===== config.mk =====
export PLATFORM = sky130hd
export DESIGN_NAME = seq_decoder_scan
export DESIGN_NICKNAME = d
export VERILOG_FILES = /design/src/rtl/seq_decoder_scan.sv
export SDC_FILE = /design/constraint.sdc
export NUM_CORES = 1
export LEC_CHECK = 0
export CAP_MARGIN = 20
export CORE_MARGIN = 2
export CORE_UTILIZATION = 55
export CTS_CLUSTER_DIAMETER = 200
export CTS_CLUSTER_SIZE = 30
export DETAILED_ROUTE_END_ITERATION = 12
export DONT_BUFFER_PORTS = 1
export GPL_TIMING_DRIVEN = 0
export PLACE_DENSITY = 0.7
export RECOVER_POWER = 50
export SLEW_MARGIN = 30
export SYNTH_ARGS = -nofsm -noshare
export SYNTH_HDL_FRONTEND = slang
export SYNTH_SLANG_ARGS = --single-unit

===== constraint.sdc =====
create_clock -name clk -period 2.65 [get_ports clk]
set_input_delay 0.3975 -clock clk [delete_from_list [all_inputs] [get_ports clk]]
set_output_delay 0.3975 -clock clk [all_outputs]
set_load 0.03 [all_outputs]

===== src/rtl/seq_decoder_scan.sv =====
// Purpose: registered address decoder (one-hot / thermometer) with an autonomous one-hot scan mode.
// Latency: out/out_valid/addr_err update 1 cycle after accept; scan position steps every DWELL cycles.
// Backpressure: in_ready only in decode modes while idle; unaccepted addresses are dropped, never queued.
module seq_decoder_scan #(
   parameter int N     = 8,
   parameter int DWELL = 4,
   localparam int ADDR_WIDTH = (N > 1) ? $clog2(N) : 1
) (
   input  logic                  clk,
   input  logic                  rst,
   input  logic                  enable,
   input  logic [1:0]            mode,
   input  logic                  in_valid,
   output logic                  in_ready,
   input  logic [ADDR_WIDTH-1:0] address,
   output logic [N-1:0]          out,
   output logic                  out_valid,
   output logic                  addr_err,
   output logic                  scan_wrap,
   output logic [ADDR_WIDTH-1:0] cur_addr
);

   localparam int CNT_WIDTH = (DWELL > 1) ? $clog2(DWELL) : 1;

   typedef enum logic {IDLE, SCAN} state_t;

   state_t                state, state_next;
   logic [CNT_WIDTH-1:0]  cnt;
   logic [ADDR_WIDTH-1:0] pos;
   logic [ADDR_WIDTH-1:0] pos_next;
   logic                  cnt_last;
   logic                  accept;
   logic                  addr_bad;
   logic [N-1:0]          onehot_vec;
   logic [N-1:0]          therm_vec;
   logic [N-1:0]          scan_vec;

   // Decode the incoming address and the next scan position into select vectors
   always_comb begin
      onehot_vec = '0;
      therm_vec  = '0;
      scan_vec   = '0;
      addr_bad   = (int'(address) >= N);
      cnt_last   = (cnt == CNT_WIDTH'(DWELL - 1));
      pos_next   = (pos == ADDR_WIDTH'(N - 1)) ? '0 : pos + 1'b1;
      for (int i = 0; i < N; i++) begin
         onehot_vec[i] = (int'(address) == i);
         therm_vec[i]  = (i <= int'(address));
         scan_vec[i]   = (int'(pos_next) == i);
      end
   end

   // FSM state register
   always_ff @(posedge clk or posedge rst) begin
      if (rst) state <= IDLE;
      else     state <= state_next;
   end

   // Next state and handshake; ready is also held low while reset is asserted
   always_comb begin
      state_next = IDLE;
      in_ready   = 1'b0;
      if (enable && mode == 2'b10) state_next = SCAN;
      if (!rst && enable && !mode[1] && state == IDLE) in_ready = 1'b1;
   end

   assign accept = in_valid && in_ready;

   // Output, scan counter and position registers; pulses default low every cycle
   always_ff @(posedge clk or posedge rst) begin
      if (rst) begin
         out       <= '0;
         out_valid <= 1'b0;
         addr_err  <= 1'b0;
         scan_wrap <= 1'b0;
         cur_addr  <= '0;
         cnt       <= '0;
         pos       <= '0;
      end else begin
         out_valid <= 1'b0;
         addr_err  <= 1'b0;
         scan_wrap <= 1'b0;
         if (!enable) begin
            out      <= '0;
            cur_addr <= '0;
            cnt      <= '0;
            pos      <= '0;
         end else if (mode == 2'b10) begin
            if (state == IDLE) begin
               // entering scan always restarts at position 0 with a full dwell
               out      <= N'(1);
               cur_addr <= '0;
               cnt      <= '0;
               pos      <= '0;
            end else if (cnt_last) begin
               cnt       <= '0;
               pos       <= pos_next;
               out       <= scan_vec;
               cur_addr  <= pos_next;
               scan_wrap <= (pos_next == '0);
            end else begin
               cnt <= cnt + 1'b1;
            end
         end else if (state == SCAN) begin
            // leaving scan: clear the select and the scan position
            out      <= '0;
            cur_addr <= '0;
            cnt      <= '0;
            pos      <= '0;
         end else if (accept) begin
            if (addr_bad) begin
               out      <= '0;
               addr_err <= 1'b1;
            end else begin
               out       <= mode[0] ? therm_vec : onehot_vec;
               out_valid <= 1'b1;
               cur_addr  <= address;
            end
         end
      end
   end

endmodule


==> results of run 1 <==
[Yosys cell counts, types with 2 or more instances]
master / number / area, um^2
a21oi_1: 5 / 25.0
a22oi_1: 3 / 22.5
a31oi_1: 3 / 18.8
a41oi_1: 2 / 17.5
and2_1: 3 / 18.8
buf_2: 3 / 15.0
buf_4: 3 / 22.5
clkbuf_1: 4 / 15.0
dfrtp_1: 19 / 475
ha_1: 3 / 37.5
inv_1: 4 / 15.0
mux2i_1: 2 / 20.0
nand2_1: 12 / 45.0
nand3_1: 3 / 15.0
nand4_1: 3 / 18.8
nor2_1: 10 / 37.5
nor2b_1: 3 / 18.8
nor3_1: 4 / 20.0
o211a_1: 4 / 40.0
o211ai_1: 2 / 15.0
o21a_1: 3 / 22.5
o21ai_0: 11 / 55.1
o22ai_1: 3 / 18.8
[layout by cell type, fill, tap and decap left out, drive strengths merged, types with 6 or more instances in the layout]
cell,count
nor2,10
clkbuf,8
buf,6
dfrtp,19
o21ai,11
nand2,13
a21oi,6
[routing by layer]
metal | part of all wire | vias up
met2 | 0.47 | 32
met5 | 0 | -
li1 | - | 476
met1 | 0.46 | 459
met4 | 0.015 | 0
met3 | 0.055 | 5
[worst max-delay path, delay by kind of cell (launching register included)]
family,cells,cell delay [ps]
and+or+nand+nor,1,780
DFF,1,450
buffers and inverters,1,200
[layout make-up]
type / instances / area, um^2
fill: 166 / 761
multi-input combinational: 97 / 618
sequential: 19 / 475
buffer: 10 / 52.6
tap: 27 / 33.8
clock buffer: 4 / 26.3
inverter: 4 / 15.0
[power by group]
part	internal, mW	leakage (nW)	switching (mW)
registers	0.304	0.257	0.0390
clock network	0.0588	0.0150	0.0921
logic	0.0337	0.288	0.0560
[flip-flops by register name, summed over array words and instances, names as in the netlist]
register,cells
scan_wrap,1
cnt,2
out_valid,1
state,1
cur_addr,3
pos,3
out,8
[through the flow]
stage	worst slack (ps)	area (um^2)	hold WS (ps)
after global routing	449	1220	169
final	516	1220	99.6
after CTS	506	1220	120
after floorplan	939	1160	357
after global placement	625	1190	445
after detailed placement	552	1190	467
[logic make-up (layout without fill, tap and decap cells)]
family | Yosys count | after routing
flip-flops | 19 | 19
adder cells (fa/ha/maj) | 3 | 3
other | 1 | 1
AND/OR/NAND/NOR | 49 | 49
buffers and inverters | 14 | 18
AO/OA/AOI/OAI | 41 | 41
multiplexers | 3 | 3
[final timing paths]
path,start,to,depth (start not counted)
setup / recovery,state,in_ready,2
hold / removal,rst,state,1
setup reg to reg,pos[0],out[1],5
hold reg to reg,cnt[1],cnt[1],2
max in group asynchronous,rst,cur_addr[2],1
min in group clk,in_valid,out_valid,1
==> metrics, run 1 <==
status finished clean; CP endpoint kind primary output; gpl congestion 0.899; Area Overhead vs Synth 5.17%; Cell Rows 16; maximum VDD drop 0.253 mV; CP Data Arrival Time 1740 ps; Synth Area in Adders 0.0323; Post-Syn Nets 142; Top Usage Layer GRT met2; post-DR wirelength/cell 16.2 um; Tightest Pin Transition 943 ps; Max stage delay on crit path 780 ps; clock tree buffer depth 2; share of synthesized registers carrying an async set or reset 1.00; initial antenna violation count 0; Final Skew 1.76 ps; root buffer cell clkbuf_4; Die X 49.9 um; cell breakdown of the critical path buf_4 > nor3_1; CTS tree built; Synth Area in XOR/XNOR 0; Hold Fails Final Rpt 0; post-synthesis sequential area ratio 0.409; fin crit share 0.805; die height 49.9 um; post-layout net count 147; r2r setup slk 780 ps; Total GRT Usage 0.242; CP required 2250 ps; DR iter-0 viols 37; met3 Use GR 0.0455; Via density 6.04; Main synth FF type dfrtp_1; mean area per synthesized cell 8.93 um^2; ant diodes 0; drt first pass iters 4; Leak 0.560 nW; GR Util met1 0.322; Post-Synthesis Cells 130; DP Cell Count 157; Sink Count 19; max frequency 469 MHz; Setup-failing EPs final 0; total power draw 584 uW; synth unique cells 41; EDFF count, synth 0; setup TNS 0 ps; # hold bufs at CTS 0; Post-DRT Antenna Nets 0; PortBufs 0; vias in the first global route 961; largest family of logic cells by synthesized area compound AO/OA/AOI/OAI gates; worst min-delay path class in2async; via count 972; I/O pins 24; worst rel slew slack 0.366; max-cap viol count 0; compound-gate portion of the synthesized area 0.238; Clk pin slew, worst setup/hold paths 110 ps; final core occ 0.616; Setup crit start kind flip-flop; Mapped Area 1160 um^2; core area 1980 um^2; die area 2490 um^2; post-synthesis mux area share 0.0269; worst skew pair latency 300 ps; # DRC 0; detailed-route wire length 2600 um; Critical Path Fanout Max 10; Num CTS Buffers 3; PD cells 478 nW/um^2; Initial Util 0.586; grt ovf 0; share of cells above drive strength 1 0.112; largest net degree at the start of global routing 21; RSZ-0062 raised after global routing no; Worst path slowest cell nor3_1; HPWL Detailed 1880 um; simple logic cell fraction of the synthesized area 0.232; critical setup path kind reg2out; final cell count without fillers 161; GR Layer Usage met2 0.384; fin crit period 2130 ps; post-CTS sizing 0; Yosys warning total 0; Yosys reg bits 19; Slew Limit Fails 0; setup bufs post-CTS 0; H-tree levels 1; global-route wire length before repair 4580 um
Power figures use the tool's default switching activity.
==> run 2: changes to the inputs <==
- PLACE_DENSITY: 0.7 -> 0.73
- clock period: 2.65 -> 1.9 ns (I/O delays scaled with it)
==> run 2 against run 1 <==
- the run now ends with negative hold slack left
- clock power increased by 34%
- critical path depth rose by 4
- clock skew is 1.4 ps lower
- worst setup slack got worse by 390 ps
- flip-flop and latch count stayed put
- count of clock-buffer cells in the layout did not move
- final cell count did not move
- hold slack worse by 120 ps
- sequential power up 40%
- critical endpoint is now out[2]
- largest power group unchanged
==> metrics, run 2 (synthesis results as in run 1) <==
status finished with violations; failing checks negative hold slack; RSZ-0062 raised after global routing no; post-DR wirelength/cell 16.1 um (-0.54%); Clk pin slew, worst setup/hold paths 100 ps (about the same); Setup crit start kind flip-flop; largest register by flop count out; post-layout net count 147 (unchanged); Worst Setup SP pos[0]; Slew Limit Fails 0 (unchanged); PortBufs 0 (unchanged); critical setup path kind reg2reg; initial antenna violation count 0 (unchanged); sequential power share 0.593 (+0.005); Reg area 475 um^2 (unchanged); Cell Rows 16 (unchanged); Critical Path Fanout Max 6 (-4); Leak 0.566 nW (+1.2%); PD cells 652 nW/um^2 (+36%); reg-to-reg critical path endpoint out[2]; root buffer cell clkbuf_4; Int Pwr 554 uW (+40%); die area 2490 um^2 (unchanged); fin crit share 0.933; die height 49.9 um (unchanged); fin area 1240 um^2 (+1.5%); HPWL Detailed 1920 um (+2.3%); CP required 2120 ps (-130 ps); worst skew pair latency 300 ps (about the same); Largest regs out: 8 flops, cur_addr: 3 flops, pos: 3 flops; final cell count without fillers 161 (unchanged); max frequency 564 MHz; CTS tree built; H-tree levels 1 (unchanged); Sw Share 0.314 (-0.00620); gpl congestion 0.891 (-0.96%); # hold bufs at CTS 0 (unchanged); Logic pwr share 0.157 (+0.003); commonest non-fill, non-tap cells in the layout dfrtp_1, nand2_1, o21ai_0; clock tree buffer depth 2 (unchanged); Sink Count 19 (unchanged); Post-DRT Antenna Nets 0 (unchanged); R2R Path Start pos[0]; # DRC 0 (unchanged); placed cell areas 1190 um^2 (unchanged); maximum VDD drop 0.526 mV (+110%); CP endpoint kind flip-flop; worst min-delay path class in2async; multi-input logic area 637 um^2 (+3.0%); Worst path slowest cell dfrtp_1; Max stage delay on crit path 460 ps (-320 ps); worst rel slew slack 0.518 (+0.152); share of cells above drive strength 1 0.142 (+0.0299); max-cap viol count 0 (unchanged); fillers 170 (+2.4%); vias in the first global route 967 (+0.62%); CP Data Arrival Time 2000 ps (+260 ps); Register-to-Register Path Depth 6 (+1); global-route wire length before repair 4460 um (-2.6%); setup TNS 0 ps (unchanged); Num CTS Buffers 3 (unchanged); grt ovf 0 (unchanged); largest net degree at the start of global routing 21 (unchanged); Clock power frac 0.251 (-0.007); most common cell after layout, fill and taps aside dfrtp_1; DR iter-0 viols 31 (-16%); cell breakdown of the critical path ha_1 > ha_1 > nor2_2 > nand2_1 > or3_1 > a31oi_1; Setup-failing EPs final 0 (unchanged); Total GRT Usage 0.235 (-0.00741); via count 997 (+2.6%); detailed-route wire length 2590 um (-0.54%); Psw 254 uW (+36%); Tightest Pin Transition 722 ps (-221 ps); DP Cell Count 157 (unchanged); Most common cell on crit path ha_1; WHS -20.2 ps (-120 ps); Final Skew 0.337 ps (-1.42 ps); Area Overhead vs Synth 6.79%; drt first pass iters 4 (unchanged); I/O pins 24 (unchanged); ant diodes 0 (unchanged); Initial Util 0.586 (unchanged); Die X 49.9 um (unchanged); r2r setup slk 130 ps (-650 ps); Hold Fails Final Rpt 19 (+19); core area 1980 um^2 (unchanged); Largest register FFs 8 (unchanged); Via density 6.19 (+2.6%); fin crit period 1770 ps
==> run 2: stage by stage <==
step | util | power (mW) | hold slack, ps | worst slack, ps
global placement | 0.603 | 0.608 | 334 | 9.72
global route | 0.626 | 0.847 | 54.6 | 23.9
detailed placement | 0.603 | 0.612 | 343 | -55.8
floorplan | - | 0.585 | 245 | 300
finish | 0.626 | 0.808 | -20.2 | 128
CTS | 0.619 | 0.816 | 6.26 | 70.5
==> run 2: power by group through the flow <==
stage | Clock (mW) | Sequential, mW | Combinational, mW
6_report | 0.202 | 0.479 | 0.127
3_5_place_dp | 0 | 0.487 | 0.124
3_3_place_gp | 0 | 0.487 | 0.122
5_1_grt | 0.221 | 0.482 | 0.143
2_1_floorplan | 0 | 0.483 | 0.102
4_1_cts | 0.211 | 0.479 | 0.126
==> run 2: layout make-up <==
| type | instances | share of cell area |
|---|---|---|
| Multi-Input combinational cell | 97 | 0.514 |
| Buffer | 10 | 0.0424 |
| Tap cell | 27 | 0.0272 |
| Sequential cell | 19 | 0.383 |
| Clock buffer | 4 | 0.0212 |
| Inverter | 4 | 0.0121 |
==> run 2: per-layer routing <==
layer / GRT usage / routed length [um] / up-vias
li1: - / - / 477
met1: 0.302 / 1080 / 460
met2: 0.382 / 1250 / 55
met3: 0.0485 / 223 / 5
met4: 0.0972 / 36 / 0
met5: 0 / 0 / -
==> run 2: critical path, delay by kind of cell (launching register included) <==
family | cells | cell delay [ps]
fa+ha+maj | 2 | 460
flops | 1 | 460
compound gates | 1 | 180
simple gates | 3 | 600
==> run 2: worst max-delay path by stage <==
| stage | to | slack [ps] | cells after the start |
|---|---|---|---|
| final | out[2] | 130 | 6 |
| after global routing | out[0] | 20 | 8 |
| after CTS | out[1] | 70 | 5 |
| after detailed placement | out[6] | -60 | 6 |
| after global placement | out[6] | 10 | 6 |
| after floorplan | out_valid | 300 | 3 |
==> run 2: timing repair <==
item | CTS | global route
setup endpoints to repair | 1 | 3
resized for setup | 1 | 3
setup buffers | 0 | 0
==> run 3: changes to the inputs <==
- REMOVE_ABC_BUFFERS: not set -> 1
==> run 3 against run 2 <==
- the flow now finishes without violations
- hold slack better by 110 ps
- combinational power down 16%
- maximum frequency down 0.72%
- count of clock-buffer cells in the layout unchanged
- first-iteration DRC count up 48%
- critical path type unchanged
- largest power group unchanged
==> metrics, run 3 (synthesis results as in run 1) <==
status finished clean; final worst setup slack 115 ps (-12.8 ps); placed cell areas 1140 um^2 (-4.4%); Logic pwr share 0.134 (-0.023); ant diodes 0 (unchanged); Post-DRT Antenna Nets 0 (unchanged); Final Skew 15.3 ps (+14.9 ps); Met2 Wirelength 1190 um (-4.9%); Clk pin slew, worst setup/hold paths 120 ps (+20 ps); sequential power share 0.603 (+0.010); setup TNS 0 ps (unchanged); Leak 0.526 nW (-7.1%); clock tree buffer depth 2 (unchanged); share of cells above drive strength 1 0.111 (-0.0307); Die X 49.9 um (unchanged); fin crit share 0.940 (+0.00672); CP Data Arrival Time 1990 ps (about the same); post-DR wirelength/cell 16.8 um (+4.9%); multi-input logic area 641 um^2 (+0.59%); Worst path slowest cell a21oi_2; Largest register FFs 8 (unchanged); fin area 1200 um^2 (-2.9%); worst rel slew slack 0.424 (-0.0944); CP required 2110 ps (about the same); Via density 6.71 (+8.4%); die area 2490 um^2 (unchanged); worst skew pair latency 300 ps (about the same); CTS tree built; largest register by flop count out; worst min-delay path class in2reg; vias in the first global route 926 (-4.2%); Int Pwr 549 uW (-0.98%); # DRC 0 (unchanged); fillers 175 (+2.9%); worst slack at placement -447 ps (-391 ps); Sw Share 0.313 (-0.00167); PD cells 663 nW/um^2 (+1.8%); DR iter-0 viols 46 (+48%); Bufs and invs on worst path 0 (unchanged); Critical Path Fanout Max 11 (+5); largest net degree at the start of global routing 23 (+9.5%); Setup-failing EPs final 0 (unchanged); Area Overhead vs Synth 3.66%; H-tree levels 1 (unchanged); CP endpoint kind flip-flop; Psw 249 uW (-1.7%); Max Used Layer met4; cell family with most CP delay compound AO/OA/AOI/OAI gates; Clock power frac 0.263 (+0.012); Reg area 477 um^2 (+0.26%); die height 49.9 um (unchanged); fin crit period 1790 ps (+12.8 ps); maximum VDD drop 0.331 mV (-37%); initial antenna violation count 0 (unchanged); Max stage delay on crit path 420 ps (-40 ps); HPWL Detailed 1690 um (-12%); Total GRT Usage 0.218 (-0.0171); Initial Util 0.586 (unchanged); critical setup path kind reg2reg; gpl congestion 0.829 (-7.0%); Hold Fails Final Rpt 0 (-19); core area 1980 um^2 (unchanged); setup bufs post-CTS 0 (unchanged); Largest regs out: 8 flops, cur_addr: 3 flops, pos: 3 flops; final core occ 0.607 (-0.0183); grt ovf 0 (unchanged); metal3 WL 283 um (+27%); Sink Count 19 (unchanged); commonest non-fill, non-tap cells in the layout dfrtp_1, nand2_1, o21ai_0; most common cell after layout, fill and taps aside dfrtp_1; detailed-route wire length 2580 um (-0.35%); RSZ-0062 raised after global routing yes; Setup crit start kind flip-flop; Slew Limit Fails 0 (unchanged); drt first pass iters 4 (unchanged); max-cap viol count 0 (unchanged); root buffer cell clkbuf_4; global-route wire length before repair 4240 um (-5.0%); PortBufs 0 (unchanged); post-layout net count 139 (-5.4%); via count 1027 (+3.0%); I/O pins 24 (unchanged); Tightest Pin Transition 861 ps (+140 ps); routed metal-1 wirelength 1080 um (+0.46%); WHS 92.2 ps (+112 ps); cell breakdown of the critical path ha_1 > nor3b_1 > o21a_1 > a21oi_2 > nand2_1 > o211a_1; Cell Rows 16 (unchanged); Num CTS Buffers 3 (unchanged); max frequency 560 MHz (-0.72%)
run 3: changes by cell type in the layout (fill, tap and decap cells not counted), sizes merged:
| cell | previous run | this run |
|---|---|---|
| buf | 6 | 0 |
| inv | 4 | 3 |
| clkinvlp | 0 | 1 |
| dlygate4sd3 | 0 | 1 |
| clkbuf | 8 | 4 |
| a21oi | 6 | 7 |
run 3: stage by stage:
stage / std cells / power (mW)
finish: 153 / 0.798
global route: 153 / 0.834
CTS: 151 / 0.799
detailed placement: 147 / 0.587
global placement: 147 / 0.584
floorplan: 120 / 0.567
run 3: worst paths after layout:
kind                              from           to  slack [ps]  cells past startpoint
worst max register to register  cnt[0]  cur_addr[0]         110                      6
worst min-delay path            enable  cur_addr[0]          90                      1
worst min register to register  cnt[1]       cnt[1]         580                      2
worst max-delay path            cnt[0]  cur_addr[0]         110                      6
min in group asynchronous          rst       out[0]         590                      2
max in group asynchronous          rst        state         700                      2
run 3: cell type report:
type,instances,share of cell area
flip-flops and latches,19,0.396
repair buffers,1,0.00832
multi-input cells,98,0.532
clock buffers,4,0.0218
well taps,27,0.0281
inverters,4,0.0135
run 3: timing repair:
action	in CTS	in global routing
gates resized for setup	2	4
endpoints found under the setup margin	12	11
hold buffers	0	1
endpoints found under the hold margin	0	19
cloned	0	1
run 3: layer usage:
layer	up-vias	GRT usage
met5	-	0
met4	0	0.0648
met3	4	0.0636
met2	70	0.338
met1	491	0.292
li1	462	-
run 3: power by group through the flow:
stage,combinational (mW),clock [mW],sequential [mW]
floorplan,0.0816,0,0.485
detailed placement,0.0973,0,0.489
global route,0.120,0.230,0.484
global placement,0.0946,0,0.489
CTS,0.101,0.217,0.482
finish,0.107,0.210,0.481
run 3: worst reg2reg max path: stages, from the launching register on:
cell	delay, ps
dfrtp_1	370
ha_1	330
nor3b_1	100
o21a_1	240
a21oi_2	420
nand2_1	100
o211a_1	150
